<file path="src/rtl/sync_fifo_fwft_pkg.sv">
// Shared helpers for the FWFT FIFO family: pointer sizing, occupancy type and
// an elaboration-time sanity check on the threshold parameters.
package fifo_pkg;

    localparam int MAX_DEPTH_LOG2 = 12;

    // Widest occupancy any legal instance can report; thresholds compare in this domain.
    typedef logic [MAX_DEPTH_LOG2:0] occ_t;

    function automatic int ptr_w(input int depth_log2);
        return depth_log2 + 1;
    endfunction

    function automatic bit thresh_ok(input int depth_log2, input int afull, input int aempty);
        return (depth_log2 >= 1) && (depth_log2 <= MAX_DEPTH_LOG2) &&
               (afull >= 0) && (aempty >= 0) &&
               (afull <= (1 << depth_log2) + 1) && (aempty <= (1 << depth_log2) + 1);
    endfunction

endpackage

</file>
<file path="src/rtl/sync_fifo_fwft_if.sv">
// Producer/consumer bundle for sync_fifo_fwft; the FIFO takes the slave side.
interface sync_fifo_fwft_if
    import fifo_pkg::*;
#(
    parameter int WIDTH      = 32,
    parameter int DEPTH_LOG2 = 4
);
    logic                         clear;
    logic [WIDTH-1:0]             data_in;
    logic                         enq;
    logic                         full;
    logic                         almost_full;
    logic [WIDTH-1:0]             data_out;
    logic                         valid_out;
    logic                         deq;
    logic                         almost_empty;
    logic [ptr_w(DEPTH_LOG2)-1:0] level;
    logic                         overflow;
    logic                         underflow;

    modport master (
        output clear, data_in, enq, deq,
        input  full, almost_full, data_out, valid_out, almost_empty, level, overflow, underflow
    );

    modport slave (
        input  clear, data_in, enq, deq,
        output full, almost_full, data_out, valid_out, almost_empty, level, overflow, underflow
    );
endinterface

</file>
<file path="src/rtl/sync_fifo_fwft_mem.sv">
// FIFO storage: synchronous write, combinational read, contents never reset.
module fifo_mem #(
    parameter int WIDTH      = 32,
    parameter int DEPTH_LOG2 = 4
) (
    input  logic                  clk,
    input  logic                  we,
    input  logic [DEPTH_LOG2-1:0] waddr,
    input  logic [WIDTH-1:0]      wdata,
    input  logic [DEPTH_LOG2-1:0] raddr,
    output logic [WIDTH-1:0]      rdata
);
    localparam int DEPTH = 1 << DEPTH_LOG2;

    logic [WIDTH-1:0] mem [DEPTH];

    always_ff @(posedge clk) begin
        if (we) mem[waddr] <= wdata;
    end

    assign rdata = mem[raddr];
endmodule

</file>
<file path="src/rtl/sync_fifo_fwft.sv">
// First-word-fall-through FIFO: 2**DEPTH_LOG2-entry array plus one registered
// output stage, with level, threshold flags, flush and sticky error flags.
module sync_fifo_fwft
    import fifo_pkg::*;
#(
    parameter int WIDTH         = 32,
    parameter int DEPTH_LOG2    = 4,
    parameter int AFULL_THRESH  = (1 << DEPTH_LOG2) - 1,
    parameter int AEMPTY_THRESH = 1
) (
    input  logic             clk,
    input  logic             rst_n,
    sync_fifo_fwft_if.slave  bus
);
    localparam int DEPTH     = 1 << DEPTH_LOG2;
    localparam int PW        = ptr_w(DEPTH_LOG2);
    localparam bit THRESH_OK = thresh_ok(DEPTH_LOG2, AFULL_THRESH, AEMPTY_THRESH);

    typedef logic [PW-1:0] ptr_t;

    generate
        if (!THRESH_OK) begin : g_bad_cfg
            $error("sync_fifo_fwft: illegal DEPTH_LOG2 or threshold parameters");
        end
    endgenerate

    ptr_t             head, tail, count, level;
    logic [WIDTH-1:0] rd_data, data_out_q;
    logic             valid_q, ovf_q, udf_q;
    logic             full, wr_en, refill;

    // full only looks at registered pointers: a same-cycle deq never frees a slot for enq.
    assign count  = tail - head;
    assign full   = (count == ptr_t'(DEPTH));
    assign wr_en  = bus.enq && !full && !bus.clear;
    // Refill reads the array as it stood before this edge, so a write is never passed straight through.
    assign refill = (!valid_q || bus.deq) && (count != '0);

    fifo_mem #(.WIDTH(WIDTH), .DEPTH_LOG2(DEPTH_LOG2)) u_mem (
        .clk   (clk),
        .we    (wr_en),
        .waddr (tail[DEPTH_LOG2-1:0]),
        .wdata (bus.data_in),
        .raddr (head[DEPTH_LOG2-1:0]),
        .rdata (rd_data)
    );

    always_ff @(posedge clk or negedge rst_n) begin
        if (!rst_n) begin
            head       <= '0;
            tail       <= '0;
            data_out_q <= '0;
            valid_q    <= 1'b0;
            ovf_q      <= 1'b0;
            udf_q      <= 1'b0;
        end else if (bus.clear) begin
            head       <= '0;
            tail       <= '0;
            data_out_q <= '0;
            valid_q    <= 1'b0;
            ovf_q      <= 1'b0;
            udf_q      <= 1'b0;
        end else begin
            if (wr_en)              tail  <= tail + ptr_t'(1);
            if (bus.enq && full)    ovf_q <= 1'b1;
            if (bus.deq && !valid_q) udf_q <= 1'b1;
            if (refill) begin
                data_out_q <= rd_data;
                head       <= head + ptr_t'(1);
                valid_q    <= 1'b1;
            end else if (bus.deq && valid_q) begin
                valid_q    <= 1'b0;
            end
        end
    end

    assign level            = count + ptr_t'(valid_q);
    assign bus.full         = full;
    assign bus.level        = level;
    assign bus.almost_full  = occ_t'(level) >= occ_t'(AFULL_THRESH);
    assign bus.almost_empty = occ_t'(level) <= occ_t'(AEMPTY_THRESH);
    assign bus.data_out     = data_out_q;
    assign bus.valid_out    = valid_q;
    assign bus.overflow     = ovf_q;
    assign bus.underflow    = udf_q;
endmodule

</file>
<file path="src/flat_wrapper.sv">
// flat-port wrapper written by rule: the top's interface ports become plain ports
module sync_fifo_fwft_flat import fifo_pkg::*;
#(
    parameter int WIDTH         = 32,
    parameter int DEPTH_LOG2    = 4,
    parameter int AFULL_THRESH  = (1 << DEPTH_LOG2) - 1,
    parameter int AEMPTY_THRESH = 1
)
  (clk, rst_n, bus_clear, bus_data_in, bus_enq, bus_deq, bus_full, bus_almost_full, bus_data_out, bus_valid_out, bus_almost_empty, bus_level, bus_overflow, bus_underflow);
  sync_fifo_fwft_if #(.WIDTH(WIDTH), .DEPTH_LOG2(DEPTH_LOG2)) bus_i ();
  input  logic clk;
  input  logic rst_n;
  input wire logic [$bits(bus_i.clear)-1:0] bus_clear;
  input wire logic [$bits(bus_i.data_in)-1:0] bus_data_in;
  input wire logic [$bits(bus_i.enq)-1:0] bus_enq;
  input wire logic [$bits(bus_i.deq)-1:0] bus_deq;
  output wire logic [$bits(bus_i.full)-1:0] bus_full;
  output wire logic [$bits(bus_i.almost_full)-1:0] bus_almost_full;
  output wire logic [$bits(bus_i.data_out)-1:0] bus_data_out;
  output wire logic [$bits(bus_i.valid_out)-1:0] bus_valid_out;
  output wire logic [$bits(bus_i.almost_empty)-1:0] bus_almost_empty;
  output wire logic [$bits(bus_i.level)-1:0] bus_level;
  output wire logic [$bits(bus_i.overflow)-1:0] bus_overflow;
  output wire logic [$bits(bus_i.underflow)-1:0] bus_underflow;
  assign bus_i.clear = bus_clear;
  assign bus_i.data_in = bus_data_in;
  assign bus_i.enq = bus_enq;
  assign bus_i.deq = bus_deq;
  assign bus_full = bus_i.full;
  assign bus_almost_full = bus_i.almost_full;
  assign bus_data_out = bus_i.data_out;
  assign bus_valid_out = bus_i.valid_out;
  assign bus_almost_empty = bus_i.almost_empty;
  assign bus_level = bus_i.level;
  assign bus_overflow = bus_i.overflow;
  assign bus_underflow = bus_i.underflow;
  sync_fifo_fwft #(.WIDTH(WIDTH), .DEPTH_LOG2(DEPTH_LOG2), .AFULL_THRESH(AFULL_THRESH), .AEMPTY_THRESH(AEMPTY_THRESH)) u_core (.clk(clk), .rst_n(rst_n), .bus(bus_i));
endmodule
</file>
<file path="config.mk">
export PLATFORM = sky130hd
export DESIGN_NAME = sync_fifo_fwft_flat
export DESIGN_NICKNAME = d
export VERILOG_FILES = /design/src/rtl/sync_fifo_fwft_pkg.sv /design/src/rtl/sync_fifo_fwft_if.sv /design/src/rtl/sync_fifo_fwft_mem.sv /design/src/rtl/sync_fifo_fwft.sv /design/src/flat_wrapper.sv
export SDC_FILE = /design/constraint.sdc
export NUM_CORES = 1
export LEC_CHECK = 0
export CORE_ASPECT_RATIO = 0.7
export CORE_UTILIZATION = 55
export CTS_BUF_LIST = sky130_fd_sc_hd__clkbuf_8
export DETAILED_ROUTE_END_ITERATION = 12
export PLACE_DENSITY = 0.82
export SLEW_MARGIN = 30
export SYNTH_ARGS = -nofsm -noshare
export SYNTH_HDL_FRONTEND = slang
export SYNTH_SLANG_ARGS = --single-unit
</file>
<file path="constraint.sdc">
create_clock -name clk -period 12.85 [get_ports clk]
set_input_delay 2.57 -clock clk [delete_from_list [all_inputs] [get_ports clk]]
set_output_delay 2.57 -clock clk [all_outputs]
set_load 0.005 [all_outputs]
</file>
==> summary.txt <==
Final wirelength = 47.4 mm
Worst Hold Endpoint = u_core.bus.overflow$_DFFE_PN0P_
Detailed Place HPWL = 26.4 mm
# diodes = 0
Crit Path Category = flip-flop to output pin
Post-layout minimum cycle time = 6.80 ns
WL per Instance = 26.7 um
CP required = 10.28 ns
Layout fillers = 2474
Ports = 80
Layout area overhead = 14.1%
Outcome = completed
Clk sinks = 557
Initial Utilization = 56.0%
DRT Pass-1 Iters = 5
Post-Synth Simple-Gate Area = 3.00%
Post-Syn Instances = 1072
Antenna-violating nets left = 0
DR vias/cell = 6.34
Die Footprint = 40100 um2
FF-to-FF setup slack = 8.30 ns
TritonCTS Buffers = 79
Yosys reg bits = 557
Multiplexer share of the synthesized area = 13.5%
Initial antenna violation count = 0
Hold_ws = 0.504 ns
Die height = 168 um
Final hold violations = 0
DRC violations left = 0
Total track usage = 24.5%
PostCTS Resize Cnt = 0
Crit end category = output pin
Largest cells by area after synthesis = edfxtp_1 71%, mux4_2 13%, dfrtp_1 5.2%
Max Clock Freq = 147 MHz
Post-synth cell types = 46
Max_cap viols = 0
First-pass GRT wire length = 70.8 mm
Slew Limit Fails = 0
Clk_lat worst skew = 0.65 ns
Worst EP arrival = 4.23 ns
CP max FO = 26
Overflow after GRT = 0
Number of global-route vias before repair = 11.5k
Core box area = 38500 um2
End of the worst register-to-register path = u_core.u_mem.mem[0][13]$_DFFE_PP_
Post-CTS Setup Inserts = 0
Final period utilization = 52.9%
Routed vias = 11.3k
IO Port Bufs = 79
Layout Nets = 1246
RSZ-0062 raised after global routing = no
Register area share after synthesis = 76.4%
Mean post-synth cell area = 20.1 um2
FFs w/ async S/R, synth = 8.08%
Register-to-Register Path Depth = 9
Share of layout cells above drive strength 1 = 22.6%
Top cell type's share of synthesized area = 71.2%
Hold path startpoint = u_core.bus.overflow$_DFFE_PN0P_
# setup viols final = 0
Clock Pin Slew Worst Setup and Hold Paths = 0.06 ns
Worst-Margin Slew = 0.980 ns
Rel. slew slack = 34.3%
Setup TNS = 0 ns
H-tree levels = 3
Worst Hold Depth = 2
R2r startpoint = u_core.head[0]$_DFFE_PN0P_
Clock Skews = 0.0263 ns
Static Leak = 8.01 nW
Routability cong. = 0.808
FF+latch area = 16500 um2
Iteration-0 DRC Markers = 1144
Peak VDD IR = 0.000134 V
Multi-input combinational cell area = 4910 um2
CTS tree = yes
EDFF count, synth = 512
Clk buf depth = 3
Compound-Gate Fraction of Synth Area = 4.65%
Crit path launch type = flip-flop
Synth Area in Adders = 0.730%
Cell taking the most area after synthesis = edfxtp_1
Post-Synth XOR/XNOR Area = 0.278%
Cts hold-fix bufs = 0
Rows = 60
Syn Std Cell Area = 21600 um2
Largest net degree at the start of global routing = 109
Main combinational cell family by area after synthesis = multiplexers
YS warnings = 0
Hold Path Class = flip-flop to flip-flop
Synth Flop Type = edfxtp_1
Syn Nets = 1121
Power per cell area = 186 nW/um2
Die width = 239 um
CTS Root Cell = clkbuf_8
-- power breakdown --
part	total [mW]	leakage, nW	internal (mW)	switching (mW)
Sequential	2.12	5.21	2.06	0.0590
Clock	1.24	0.818	0.601	0.641
Combinational	1.22	1.98	0.600	0.618
Total	4.58	8.01	3.26	1.32
-- layout make-up --
| class | count | area share, % |
|---|---|---|
| clock buffers | 80 | 4.47 |
| clock inverters | 55 | 1.11 |
| inverters | 9 | 0.137 |
| multi-input cells | 440 | 20.0 |
| flip-flops and latches | 557 | 67.1 |
| well taps | 527 | 2.68 |
| repair buffers | 110 | 4.59 |
-- cell usage in the layout, fill, tap and decap left out, types with 3 or more instances in the layout --
cell,count
clkdlybuf4s50_1,77
inv_1,41
ha_1,11
o21ai_0,37
nor2_1,6
clkbuf_8,80
nor3_1,3
xnor2_1,3
dfrtp_1,43
clkinv_1,10
buf_4,24
a21o_1,4
clkinv_2,4
nand3b_1,3
buf_16,5
a22oi_1,64
clkinvlp_4,3
nor3_2,5
nor2_4,7
or3_1,4
edfxtp_1,512
a21oi_1,46
nand4_1,3
nand3_1,40
mux4_2,128
nand2_1,41
-- synthesized netlist by cell type (2+ instances only) --
library cell / count
xnor2_1: 3
and3_1: 3
nand4_1: 3
nand2_1: 41
nand3_1: 40
a21oi_1: 46
buf_1: 5
dfrtp_1: 45
a22oi_1: 64
xor2_1: 2
nor3_1: 9
nor2b_1: 4
buf_2: 17
nor4b_1: 3
nor2_1: 14
mux2_2: 2
o21ai_0: 37
or3_1: 4
edfxtp_1: 512
a21o_1: 4
inv_1: 8
nand3b_1: 3
clkbuf_1: 43
mux4_2: 128
ha_1: 11
-- cells by family (layout without fill, tap and decap cells) --
kind of cell | after synthesis | after routing
flip-flops | 557 | 557
AO/OA/AOI/OAI | 160 | 160
AND/OR/NAND/NOR | 132 | 132
multiplexers | 130 | 130
buffers and inverters | 75 | 254
adder cells (fa/ha/maj) | 12 | 12
XOR/XNOR | 6 | 6
-- routing by layer --
layer | GRT usage [%] | wire (um) | vias up
met3 | 5.80 | 4440 | 97
met5 | 0 | 0 | -
met1 | 34.5 | 18700 | 5831
met2 | 37.7 | 22900 | 649
met4 | 9.39 | 1430 | 0
li1 | - | - | 4690
-- worst max-delay path, stage by stage (launching register included) --
cell and delay (ns):
dfrtp_4 0.75, ha_1 0.28, inv_1 0.06, fa_1 0.50, nor3b_1 0.28, nor4b_1 0.67, o211ai_2 0.28, inv_2 0.22
clkdlybuf4s50_1 0.53
-- registers in the layout (all words and copies together), names as in the netlist --
name / cells
u_core.bus.data_out: 32
u_core.bus.overflow: 1
u_core.bus.underflow: 1
u_core.bus.valid_out: 1
u_core.head: 5
u_core.tail: 5
u_core.u_mem.mem: 512
-- worst max path at each step --
stage	from	slack (ns)	cells past startpoint	endpoint
CTS	u_core.head[0]$_DFFE_PN0P_	6.02	8	bus_full
floorplan	bus_enq	5.98	3	u_core.u_mem.mem[7][0]$_DFFE_PP_
global route	u_core.head[0]$_DFFE_PN0P_	5.69	8	bus_full
finish	u_core.head[0]$_DFFE_PN0P_	6.05	8	bus_full
detailed placement	u_core.head[0]$_DFFE_PN0P_	6.71	8	bus_full
global placement	u_core.head[0]$_DFFE_PN0P_	6.84	8	bus_full
-- metrics by stage --
stage / total power [mW] / worst slack, ns / utilization [%] / cells / instance area [um2]
floorplan: 2.94 / 5.98 / - / 1072 / 21600
global placement: 3.34 / 6.84 / 60.0 / 1638 / 23100
detailed placement: 3.37 / 6.71 / 60.3 / 1642 / 23200
CTS: 4.61 / 6.02 / 63.8 / 1777 / 24600
global route: 4.78 / 5.69 / 63.9 / 1778 / 24600
finish: 4.58 / 6.05 / 63.9 / 1778 / 24600
Note: power is estimated with default switching activity, not from simulation.
